## src/rtl/uart_pkg.sv

```systemverilog
// Shared UART definitions: frame state encoding, default frame geometry and
// oversample helpers. Used by both uart_rx and uart_tx.
`timescale 1ns/1ps

package uart_pkg;

    // Default baud_in rising edges per bit period.
    localparam int OVERSAMPLE_DEF = 16;

    // Default payload bits per frame, sent LSB first.
    localparam int DATA_BITS_DEF  = 8;

    // Tick index of the middle of a bit, counted from the start-bit edge.
    function automatic int mid_tick(input int oversample);
        return oversample / 2 - 1;
    endfunction

    localparam int MID_TICK = mid_tick(OVERSAMPLE_DEF);

    // Frame-level state, shared by the receiver and the transmitter.
    typedef enum logic [1:0] {
        IDLE  = 2'd0,
        START = 2'd1,
        DATA  = 2'd2,
        STOP  = 2'd3
    } uart_state_e;

endpackage

```

## src/rtl/sync_edge.sv

```systemverilog
// Input conditioning for uart_rx: a multi-flop synchroniser for the
// asynchronous rx line and a rising-edge detector on the registered
// oversample clock baud_in. baud_in is only ever sampled as data.
`timescale 1ns/1ps

module sync_edge #(
    parameter int SYNC_STAGES = 2
) (
    input  logic SystemClk,
    input  logic rst_n,
    input  logic baud_in,
    input  logic rx,
    output logic rx_s,
    output logic tick
);

    logic [SYNC_STAGES-1:0] sync_q;
    logic                   baud_q;

    // Shift rx through the synchroniser chain and keep a one-cycle copy of baud_in.
    always_ff @(posedge SystemClk or negedge rst_n) begin
        // NOTE: non-blocking assignments here so every flop samples the
        // pre-edge value of its neighbour; blocking would collapse the chain.
        if (!rst_n) begin
            sync_q <= '1;
            baud_q <= 1'b0;
        end else begin
            sync_q <= {sync_q[SYNC_STAGES-2:0], rx};
            baud_q <= baud_in;
        end
    end

    // Oldest stage is the clean line; tick is one SystemClk wide per baud_in rise.
    assign rx_s = sync_q[SYNC_STAGES-1];
    assign tick = baud_in & ~baud_q;

endmodule

```

## src/rtl/uart_rx.sv

```systemverilog
// 8N1 UART receiver. Oversamples the synchronised rx line on baud_in ticks,
// locates the start-bit centre, samples each data bit and the stop bit at
// mid-bit, and hands completed bytes over through a valid/ack flag with
// frame-error and overrun pulses.
`timescale 1ns/1ps

module uart_rx
    import uart_pkg::*;
#(
    parameter int OVERSAMPLE  = OVERSAMPLE_DEF,
    parameter int DATA_BITS   = DATA_BITS_DEF,
    parameter int SYNC_STAGES = 2
) (
    input  logic                 SystemClk,
    input  logic                 rst_n,
    input  logic                 baud_in,
    input  logic                 rx,
    input  logic                 rx_ack,
    output logic [DATA_BITS-1:0] rx_data,
    output logic                 rx_valid,
    output logic                 frame_err,
    output logic                 overrun,
    output logic                 busy
);

    localparam int TICK_W = $clog2(OVERSAMPLE);
    localparam int BIT_W  = $clog2(DATA_BITS);

    // Start bit is confirmed half a bit after its edge; data and stop bits
    // are then sampled a full bit apart, which lands each on its centre.
    localparam logic [TICK_W-1:0] TICK_MID  = TICK_W'(mid_tick(OVERSAMPLE));
    localparam logic [TICK_W-1:0] TICK_LAST = TICK_W'(OVERSAMPLE - 1);
    localparam logic [BIT_W-1:0]  BIT_LAST  = BIT_W'(DATA_BITS - 1);

    logic                 rx_s;
    logic                 tick;

    uart_state_e          state,    state_n;
    logic [TICK_W-1:0]    tick_cnt, tick_cnt_n;
    logic [BIT_W-1:0]     bit_idx,  bit_idx_n;
    logic [DATA_BITS-1:0] shreg,    shreg_n;

    // Decisions taken on the stop-bit sample, registered into the outputs.
    logic                 load_byte;
    logic                 stop_err;

    sync_edge #(
        .SYNC_STAGES (SYNC_STAGES)
    ) u_sync_edge (
        .SystemClk (SystemClk),
        .rst_n     (rst_n),
        .baud_in   (baud_in),
        .rx        (rx),
        .rx_s      (rx_s),
        .tick      (tick)
    );

    // Frame state, oversample counter, bit index and shift register.
    always_ff @(posedge SystemClk or negedge rst_n) begin
        if (!rst_n) begin
            state    <= IDLE;
            tick_cnt <= '0;
            bit_idx  <= '0;
            shreg    <= '0;
        end else begin
            state    <= state_n;
            tick_cnt <= tick_cnt_n;
            bit_idx  <= bit_idx_n;
            shreg    <= shreg_n;
        end
    end

    // Next-state logic: everything advances only on a baud tick.
    always_comb begin
        // NOTE: every output of this block gets a default first, so no path
        // leaves a signal unassigned and no latch is inferred.
        state_n    = state;
        tick_cnt_n = tick_cnt;
        bit_idx_n  = bit_idx;
        shreg_n    = shreg;
        load_byte  = 1'b0;
        stop_err   = 1'b0;

        if (tick) begin
            unique case (state)
                IDLE: begin
                    // First tick that sees the line low starts a frame, so
                    // a start bit right after the previous stop is accepted.
                    if (!rx_s) begin
                        state_n    = START;
                        tick_cnt_n = '0;
                    end
                end

                START: begin
                    if (tick_cnt == TICK_MID) begin
                        tick_cnt_n = '0;
                        if (!rx_s) begin
                            state_n   = DATA;
                            bit_idx_n = '0;
                        end else begin
                            // Line went back high before mid-start: a glitch.
                            state_n = IDLE;
                        end
                    end else begin
                        tick_cnt_n = tick_cnt + 1'b1;
                    end
                end

                DATA: begin
                    if (tick_cnt == TICK_LAST) begin
                        tick_cnt_n = '0;
                        shreg_n    = {rx_s, shreg[DATA_BITS-1:1]};
                        if (bit_idx == BIT_LAST) begin
                            state_n = STOP;
                        end else begin
                            bit_idx_n = bit_idx + 1'b1;
                        end
                    end else begin
                        tick_cnt_n = tick_cnt + 1'b1;
                    end
                end

                STOP: begin
                    if (tick_cnt == TICK_LAST) begin
                        tick_cnt_n = '0;
                        state_n    = IDLE;
                        if (rx_s) begin
                            load_byte = 1'b1;
                        end else begin
                            stop_err = 1'b1;
                        end
                    end else begin
                        tick_cnt_n = tick_cnt + 1'b1;
                    end
                end

                default: begin
                    state_n    = IDLE;
                    tick_cnt_n = '0;
                end
            endcase
        end
    end

    // Consumer handshake: load on a good stop bit, clear on ack, flag overrun
    // only when an unread byte is overwritten without a same-cycle ack.
    always_ff @(posedge SystemClk or negedge rst_n) begin
        if (!rst_n) begin
            rx_data   <= '0;
            rx_valid  <= 1'b0;
            frame_err <= 1'b0;
            overrun   <= 1'b0;
        end else begin
            frame_err <= stop_err;
            overrun   <= load_byte & rx_valid & ~rx_ack;
            if (load_byte) begin
                rx_data  <= shreg;
                rx_valid <= 1'b1;
            end else if (rx_ack) begin
                rx_valid <= 1'b0;
            end
        end
    end

    // Any frame in progress counts as busy.
    assign busy = (state != IDLE);

endmodule

```

## config.mk

```make
export PLATFORM = sky130hd
export DESIGN_NAME = uart_rx
export DESIGN_NICKNAME = d
export VERILOG_FILES = /design/src/rtl/uart_pkg.sv /design/src/rtl/sync_edge.sv /design/src/rtl/uart_rx.sv
export SDC_FILE = /design/constraint.sdc
export NUM_CORES = 1
export LEC_CHECK = 0
export ABC_AREA = 1
export CORE_MARGIN = 3
export CORE_UTILIZATION = 48
export DETAILED_ROUTE_END_ITERATION = 12
export MAX_ROUTING_LAYER = met4
export PLACE_DENSITY = 0.71
export SLEW_MARGIN = 20
export SYNTH_ARGS = -nofsm -noshare
export SYNTH_HDL_FRONTEND = slang
export SYNTH_SLANG_ARGS = --single-unit
```

## constraint.sdc

```tcl
create_clock -name SystemClk -period 1.2 [get_ports SystemClk]
set_input_delay 0.24 -clock SystemClk [delete_from_list [all_inputs] [get_ports SystemClk]]
set_output_delay 0.24 -clock SystemClk [all_outputs]
set_load 0.01 [all_outputs]
```

==> flow_metrics.env, run 1 <==
export IMPL_die_h_um=59.9
export IMPL_violations="setup timing"
export IMPL_clockBufferDepth=2
export IMPL_dp_cells=210
export IMPL_ir_drop_uv=1280
export IMPL_setup_worst_path_start_class="register"
export IMPL_pin_count=17
export IMPL_crit_type="reg2reg"
export IMPL_cts_buffers=5
export IMPL_place_congestion=0.802
export IMPL_synth_area_mm2=0.00139
export IMPL_grt_ovfl_total=0
export IMPL_hold_class="in2async"
export IMPL_crit_required_ns=1.45
export IMPL_yosys_warnings=0
export IMPL_timing_reg2reg_setup_slack_ns=-0.14
export IMPL_finalNonFillerCells=229
export IMPL_grt_max_degree=32
export IMPL_rows=18
export IMPL_final_min_clock_period_ns=1.34
export IMPL_core_mm2=0.00261
export IMPL_critical_path_arrival_ns=1.59
export IMPL_drcViolationCount=0
export IMPL_postPlaceCellArea_mm2=0.00174
export IMPL_fin_util_pct=78.3
export IMPL_cp_end_kind="register"
export IMPL_grt_pass1_vias=1052
export IMPL_cts_hold_repair_buffers=0
export IMPL_drt_wl_total_mm=2.96
export IMPL_fin_nets=207
export IMPL_synth_seq_cells=31
export IMPL_clkSinkCount=31
export IMPL_root_buffer="clkbuf_4"
export IMPL_final_seq_area_um2=778
export IMPL_initialDrtViolationCount=26
export IMPL_power_total_mw=3.07
export IMPL_drive_gt1_share_pct=53.3
export IMPL_slew_headroom_pct=88.3
export IMPL_dp_hpwl_mm=1.83
export IMPL_crit_fanout=4
export IMPL_start_util_pct=53.4
export IMPL_io_buffers=16
export IMPL_fill_cells=167
export IMPL_cap_violations=0
export IMPL_fin_hold_ws_ns=0.255
export IMPL_cts_tree="yes"
export IMPL_synth_cells=151
export IMPL_route_vias_total=1177
export IMPL_dieArea_mm2=0.00359
export IMPL_hold_viol_final=0
export IMPL_antenna_found_initial=0
export IMPL_viasPerCell=5.14
export IMPL_finClkSkew_ns=0.00504
export IMPL_leakagePower_nw=0.981
export IMPL_synth_seq_area_share_pct=55.8
export IMPL_status="finished with violations"
export IMPL_rsz0062_at_grt="true"
export IMPL_clk_latency_ns=0.33
export IMPL_first_pass_iters=4
export IMPL_track_usage_pct=17.9
export IMPL_synth_cell_types=24
export IMPL_powerDensity_mw_per_mm2=1500
export IMPL_period_share_pct=111
export IMPL_postLayoutCellArea_mm2=0.00204
export IMPL_synth_fp_nets=159
export IMPL_setup_viol=25
export IMPL_die_w_um=59.9
export IMPL_grt_pass1_wl_mm=4.51
export IMPL_antenna_cells=0
export IMPL_area_delta_synth_final_pct=46.7
export IMPL_multi_input_area_um2=726
export IMPL_worst_slack_ns=-0.137
export IMPL_wl_per_cell_um=12.9
export IMPL_avgSynthCellArea_um2=9.23
export IMPL_ant_nets=0
export IMPL_worst_slew_pin_slew_ns=0.174
export IMPL_fmax_mhz=748
export IMPL_htreeDepth=2
export IMPL_tns_ns=-2.13
export IMPL_clkTransAtPathRegs_ns=0.09
export IMPL_post_place_ws_ns=-0.373
export IMPL_slew_viol_final=0
==> sequential cells by signal, indices dropped and copies added, names as in the netlist, named ones only <==
name / count
rx_data: 8
shreg: 8
tick_cnt: 4
bit_idx: 3
u_sync_edge.sync_q: 2
frame_err: 1
overrun: 1
rx_valid: 1
state: 1
u_sync_edge.baud_q: 1
==> cells in the mapped netlist <==
cell | number | area share, %
nand3_1 | 5 | 1.8
dfrtp_1 | 29 | 52
nand4_1 | 2 | 0.90
o22ai_1 | 1 | 0.45
dfstp_2 | 2 | 3.8
buf_2 | 1 | 0.36
xor2_1 | 1 | 0.63
nand2_2 | 2 | 0.90
buf_6 | 1 | 0.81
nand4_4 | 1 | 1.5
inv_1 | 20 | 5.4
nor2_4 | 1 | 0.81
a22o_1 | 1 | 0.63
nor3_1 | 1 | 0.36
nand3_2 | 1 | 0.72
a21oi_1 | 3 | 1.1
o21ai_2 | 8 | 5.0
nor3_2 | 1 | 0.72
nand2_1 | 41 | 11
o21ai_1 | 12 | 4.3
inv_2 | 4 | 1.1
buf_4 | 1 | 0.54
ha_1 | 3 | 2.7
nor2_1 | 9 | 2.4
==> worst max-delay path, stage by stage (launching register included) <==
cell	delay [ns]
dfrtp_1	0.40
ha_4	0.18
nand3_4	0.10
nor2_4	0.13
buf_6	0.16
buf_4	0.11
nand2_1	0.04
nor3_1	0.15
==> layer usage <==
layer	up-vias	routed length, um	GRT usage (%)	share of wire, %
met1	567	1280	21.2	43
li1	575	-	-	-
met2	27	1460	27.6	49
met5	-	0	-	0
met3	8	153	7.34	5.2
met4	0	79	5.70	2.7
==> final timing paths <==
check / startpoint / end / cells past startpoint
max: tick_cnt[1] / frame_err / 7
min reg2reg: u_sync_edge.sync_q[0] / u_sync_edge.sync_q[1] / 0
min: rst_n / bit_idx[2] / 2
min in group SystemClk: rx / u_sync_edge.sync_q[0] / 1
max in group asynchronous: rst_n / u_sync_edge.sync_q[0] / 2
max reg2reg: tick_cnt[1] / frame_err / 7
==> timing repair <==
| item | CTS | global route |
|---|---|---|
| endpoints found under the setup margin | 37 | 32 |
| gates cloned | 1 | 1 |
| buffers inserted | 8 | 4 |
| pin swaps | 17 | 8 |
| resized for setup | 62 | 39 |
==> kinds of logic after synthesis <==
family | share of synthesized area, %
XOR/XNOR | 0.628
AND/OR/NAND/NOR | 21.2
buffers and inverters | 8.17
flip-flops | 55.8
adder cells (fa/ha/maj) | 2.69
AO/OA/AOI/OAI | 11.5
==> layout make-up <==
type | instances | area share (%)
multi-input combinational | 94 | 35.5
inverter | 24 | 4.77
clock buffer | 6 | 2.51
clock inverter | 1 | 0.245
tap | 30 | 1.84
sequential | 31 | 38.1
timing repair buffer | 43 | 17.1
==> cell usage in the layout, fill, tap and decap left out, types with 2 or more instances in the layout <==
cell type        instances
nor2_2                   2
ha_4                     2
inv_1                   19
nor2_4                   3
nand2_2                 16
nor2_1                   5
buf_2                   11
nand2_8                  2
nand2_1                 20
o21ai_2                 15
o21ai_1                  4
nand4_1                  2
dfstp_2                  2
dfrtp_1                 29
clkbuf_4                 5
inv_2                    3
nand3_1                  4
a21oi_1                  2
clkdlybuf4s50_1          4
buf_12                   2
buf_4                   23
nand2_4                  6
==> where the power goes <==
| group | internal (mW) | total, mW | switching [mW] |
|---|---|---|---|
| sequential | 1.15 | 1.24 | 0.0877 |
| combinational | 0.570 | 1.22 | 0.653 |
| clock | 0.271 | 0.609 | 0.338 |
| total | 1.99 | 3.07 | 1.08 |
(Power assumes the default switching activity.)
==> inputs of run 2 (changes only) <==
Settings changed: SETUP_SLACK_MARGIN from default to 0.2.
==> run 2 against run 1 <==
Compared with the run above:
- the flow still finishes with violations (setup timing)
- clock power hardly changed
- core utilization is 0.57 points higher
- clock-buffer cell count stayed put
- largest power group unchanged
==> flow_metrics.env, run 2 (same netlist as run 1, synthesis figures left out) <==
export IMPL_worst_slew_pin_slew_ns=0.296
export IMPL_clockBufferDepth=2
export IMPL_timing_reg2reg_setup_slack_ns=-0.15
export IMPL_viasPerCell=4.97
export IMPL_setup_viol=28
export IMPL_area_delta_synth_final_pct=47.8
export IMPL_worst_slack_ns=-0.154
export IMPL_drt_wl_total_mm=3.27
export IMPL_finClkSkew_ns=0.0170
export IMPL_crit_fanout=4
export IMPL_cts_tree="yes"
export IMPL_crit_required_ns=1.47
export IMPL_die_h_um=59.9
export IMPL_die_w_um=59.9
export IMPL_root_buffer="clkbuf_4"
export IMPL_violations="setup timing"
export IMPL_clkTransAtPathRegs_ns=0.10
export IMPL_final_cell_mix="nand2_1 (30), dfrtp_1 (29), buf_4 (27)"
export IMPL_cts_hold_repair_buffers=0
export IMPL_antenna_found_initial=0
export IMPL_grt_ovfl_total=0
export IMPL_crit_type="reg2reg"
export IMPL_start_util_pct=53.4
export IMPL_reg2reg_to="bit_idx[2]"
export IMPL_first_pass_iters=4
export IMPL_powerDensity_mw_per_mm2=1510
export IMPL_leakagePower_nw=1.01
export IMPL_cts_buffers=5
export IMPL_final_common_cell="nand2_1"
export IMPL_fin_nets=214
export IMPL_cap_violations=0
export IMPL_fmax_mhz=738
export IMPL_dp_hpwl_mm=1.98
export IMPL_core_mm2=0.00261
export IMPL_period_share_pct=113
export IMPL_status="finished with violations"
export IMPL_wl_per_cell_um=13.9
export IMPL_setup_worst_path_start_class="register"
export IMPL_rows=18
export IMPL_io_buffers=16
export IMPL_grt_max_degree=23
export IMPL_drive_gt1_share_pct=47.1
export IMPL_hold_class="in2async"
export IMPL_place_congestion=0.822
export IMPL_clkSinkCount=31
export IMPL_rr_worst_depth=7
export IMPL_ir_drop_uv=1290
export IMPL_reg_top3="rx_data: 8 flops, shreg: 8 flops, tick_cnt: 4 flops"
export IMPL_rr_startpoint="state[0]"
export IMPL_fin_util_pct=78.8
export IMPL_grt_pass1_wl_mm=5.29
export IMPL_ant_nets=0
export IMPL_dieArea_mm2=0.00359
export IMPL_critical_path_arrival_ns=1.62
export IMPL_power_total_mw=3.10
export IMPL_final_min_clock_period_ns=1.35
export IMPL_drcViolationCount=0
export IMPL_rsz0062_at_grt="true"
export IMPL_slew_headroom_pct=80.3
export IMPL_pin_count=17
export IMPL_initialDrtViolationCount=33
export IMPL_htreeDepth=2
export IMPL_cp_end_kind="register"
export IMPL_route_vias_total=1173
export IMPL_fin_hold_ws_ns=0.225
export IMPL_clk_latency_ns=0.32
export IMPL_grt_pass1_vias=1198
export IMPL_hold_viol_final=0
export IMPL_slew_viol_final=0
export IMPL_track_usage_pct=20.7
export IMPL_antenna_cells=0
run 2: cell count changes in the layout (fill, tap and decap cells not counted), sizes merged:
| cell | change |
|---|---|
| buf | +8 |
| nand2 | -1 |
run 2: worst max-delay path by stage:
stage / startpoint / to / slack, ns
2_1_floorplan: tick_cnt[0] / rx_data[1] / -0.09
3_3_place_gp: baud_in / state[0] / -0.32
3_5_place_dp: baud_in / state[0] / -0.36
4_1_cts: tick_cnt[0] / rx_data[7] / -0.14
5_1_grt: state[0] / bit_idx[2] / -0.26
6_report: state[0] / bit_idx[2] / -0.15
run 2: what timing repair did:
| item | 4_1_cts | 5_1_grt |
|---|---|---|
| setup endpoints to repair | 40 | 40 |
| cloned | 1 | 1 |
| setup buffers | 10 | 6 |
| resized for setup | 75 | 9 |
| pin swaps | 10 | 3 |
run 2: layout make-up:
cell class                      instances  area [um^2]
Clock inverter                          1         5.00
Inverter                               24         95.1
Tap cell                               30         37.5
Multi-Input combinational cell         93          642
Sequential cell                        31          778
Clock buffer                            6         51.3
Timing Repair Buffer                   51          450
Fill cell                             170          553
run 2: where the power goes:
| part | switching (mW) | leakage [nW] | total [mW] | internal [mW] |
|---|---|---|---|---|
| Clock | 0.335 | 0.0341 | 0.606 | 0.271 |
| Combinational | 0.638 | 0.562 | 1.25 | 0.612 |
| Sequential | 0.0976 | 0.418 | 1.25 | 1.15 |
| Total | 1.07 | 1.01 | 3.10 | 2.03 |
run 2: metrics by stage:
stage | area, um^2 | worst slack [ns] | instances | setup TNS [ns]
2_1_floorplan | 1430 | -0.0919 | 151 | -1.38
3_3_place_gp | 1740 | -0.318 | 211 | -7.77
3_5_place_dp | 1740 | -0.361 | 211 | -8.49
4_1_cts | 1960 | -0.136 | 229 | -2.51
5_1_grt | 2060 | -0.259 | 236 | -5.01
6_report | 2060 | -0.154 | 236 | -2.71
run 2: critical path, stage by stage (launching register included):
cell	delay, ns
dfrtp_1	0.40
buf_4	0.16
inv_2	0.12
nor2_4	0.05
a21oi_1	0.25
buf_4	0.17
nand4_1	0.08
nand2_1	0.07
run 2: routing by layer:
layer / vias to the layer above / track usage [%] / share of wire (%)
li1: 585 / - / -
met1: 547 / 24.8 / 43
met2: 32 / 31.8 / 49
met3: 9 / 5.18 / 5.1
met4: 0 / 11.1 / 2.2
met5: - / - / 0
==> inputs of run 3 (changes only) <==
Settings changed: GPL_ROUTABILITY_DRIVEN from default to 0, SETUP_SLACK_MARGIN 0.2 to 0.02.
==> run 3 against run 2 <==
Compared with the run above:
- the flow still finishes with violations (setup timing)
- clock power fell by 1%
- worst hold slack improved by 0.037 ns
- critical path depth did not move
- critical path type unchanged
- flip-flop and latch count did not move
- non-clock buffer count fell by 9
- total power fell by 2.2%
- sequential power barely moved
- setup slack improved by 0.031 ns
- cell count fell by 3.8%
- highest routed layer unchanged
==> flow_metrics.env, run 3 (same netlist as run 1, synthesis figures left out) <==
export IMPL_fmax_mhz=755
export IMPL_route_vias_total=1136
export IMPL_hold_viol_final=0
export IMPL_slew_headroom_pct=83.6
export IMPL_cap_violations=0
export IMPL_grt_ovfl_total=0
export IMPL_grt_pass1_wl_mm=4.84
export IMPL_crit_fanout=9
export IMPL_cp_end_kind="register"
export IMPL_crit_required_ns=1.43
export IMPL_status="finished with violations"
export IMPL_finClkSkew_ns=0.00741
export IMPL_die_h_um=59.9
export IMPL_grt_pass1_vias=1163
export IMPL_clkSinkCount=31
export IMPL_reg_top3="rx_data: 8 flops, shreg: 8 flops, tick_cnt: 4 flops"
export IMPL_setup_worst_path_start_class="register"
export IMPL_drcViolationCount=0
export IMPL_clockBufferDepth=2
export IMPL_antenna_found_initial=0
export IMPL_powerDensity_mw_per_mm2=1510
export IMPL_root_buffer="clkbuf_4"
export IMPL_cts_tree="yes"
export IMPL_clkTransAtPathRegs_ns=0.09
export IMPL_rows=18
export IMPL_final_min_clock_period_ns=1.32
export IMPL_rsz0062_at_grt="true"
export IMPL_track_usage_pct=18.9
export IMPL_final_cell_mix="dfrtp_1 (29), nand2_1 (26), buf_4 (20)"
export IMPL_tns_ns=-2.40
export IMPL_finalNonFillerCells=227
export IMPL_period_share_pct=110
export IMPL_drive_gt1_share_pct=48.7
export IMPL_fin_nets=205
export IMPL_wl_per_cell_um=13.0
export IMPL_critical_path_arrival_ns=1.55
export IMPL_core_mm2=0.00261
export IMPL_first_pass_iters=4
export IMPL_die_w_um=59.9
export IMPL_ant_nets=0
export IMPL_leakagePower_nw=0.975
export IMPL_dp_hpwl_mm=1.85
export IMPL_area_delta_synth_final_pct=43.9
export IMPL_violations="setup timing"
export IMPL_drt_wl_total_mm=2.95
export IMPL_dieArea_mm2=0.00359
export IMPL_worst_slew_pin_slew_ns=0.246
export IMPL_hold_class="in2async"
export IMPL_crit_type="reg2reg"
export IMPL_clk_latency_ns=0.33
export IMPL_setup_viol=27
export IMPL_cts_buffers=5
export IMPL_start_util_pct=53.4
export IMPL_final_common_cell="dfrtp_1"
export IMPL_ir_drop_uv=1220
export IMPL_antenna_cells=0
export IMPL_initialDrtViolationCount=29
export IMPL_viasPerCell=5.00
export IMPL_htreeDepth=2
export IMPL_worst_slack_ns=-0.124
export IMPL_grt_max_degree=32
export IMPL_pin_count=17
export IMPL_dp_cells=210
export IMPL_fill_cells=192
export IMPL_io_buffers=16
export IMPL_slew_viol_final=0
run 3: cell types whose count changed in the layout (fill, tap and decap cells not counted), sizes merged:
cell,change
clkbuf,-1
buf,-8
run 3: stage by stage:
step           total power, mW  hold WS, ns  instance area [um^2]  worst slack, ns  util [%]
5_1_grt                   3.23        0.265                  2010           -0.189      76.8
4_1_cts                   2.93        0.257                  1930           -0.122      73.9
2_1_floorplan             1.72      -0.0556                  1430          -0.0919         -
3_3_place_gp              2.10        0.349                  1740           -0.319      66.8
6_report                  3.04        0.262                  2010           -0.124      76.8
3_5_place_dp              2.13        0.350                  1740           -0.379      66.8
run 3: worst paths after layout:
check,endpoint,slack [ns],from,cells past startpoint
setup / recovery,rx_data[1],-0.12,tick_cnt[1],7
hold / removal,tick_cnt[3],0.26,rst_n,2
setup reg to reg,rx_data[1],-0.12,tick_cnt[1],7
hold reg to reg,u_sync_edge.sync_q[1],0.36,u_sync_edge.sync_q[0],0
max in group asynchronous,u_sync_edge.sync_q[1],0.70,rst_n,2
min in group SystemClk,u_sync_edge.sync_q[0],0.32,rx,1
run 3: where the power goes:
part	switching, mW	internal, mW	total, mW	leakage (nW)
combinational	0.651	0.535	1.19	0.523
sequential	0.102	1.15	1.25	0.418
clock	0.328	0.271	0.599	0.0341
total	1.08	1.96	3.04	0.975
run 3: per-layer routing:
| metal | track usage, % | vias to the layer above | wire length, um |
|---|---|---|---|
| met2 | 29.5 | 20 | 1500 |
| met4 | 10.8 | 0 | 52 |
| met1 | 21.6 | 534 | 1300 |
| met5 | - | - | 0 |
| met3 | 5.18 | 8 | 101 |
| li1 | - | 574 | - |
run 3: layout make-up:
| class | count | area (um^2) | area share (%) |
|---|---|---|---|
| clock buffers | 6 | 51.3 | 2.56 |
| clock inverters | 1 | 5.00 | 0.250 |
| well taps | 30 | 37.5 | 1.87 |
| repair buffers | 42 | 349 | 17.4 |
| inverters | 24 | 95.1 | 4.74 |
| multi-input cells | 93 | 689 | 34.4 |
| flip-flops and latches | 31 | 778 | 38.8 |
run 3: timing repair:
| item | CTS | global route |
|---|---|---|
| gates resized for setup | 77 | 16 |
| buffers inserted | 9 | 0 |
| endpoints found under the setup margin | 38 | 29 |
| hold buffers | 0 | 0 |
| hold endpoints to repair | 0 | 0 |
| pin swaps | 11 | 6 |
| gates cloned | 1 | 1 |
run 3: critical path, cell delays in order, from the launching register on:
cell	delay, ns
dfrtp_1	0.41
ha_4	0.17
nand3_4	0.10
nor2_4	0.13
nand4_4	0.13
buf_12	0.18
nand2_2	0.06
o21ai_2	0.05
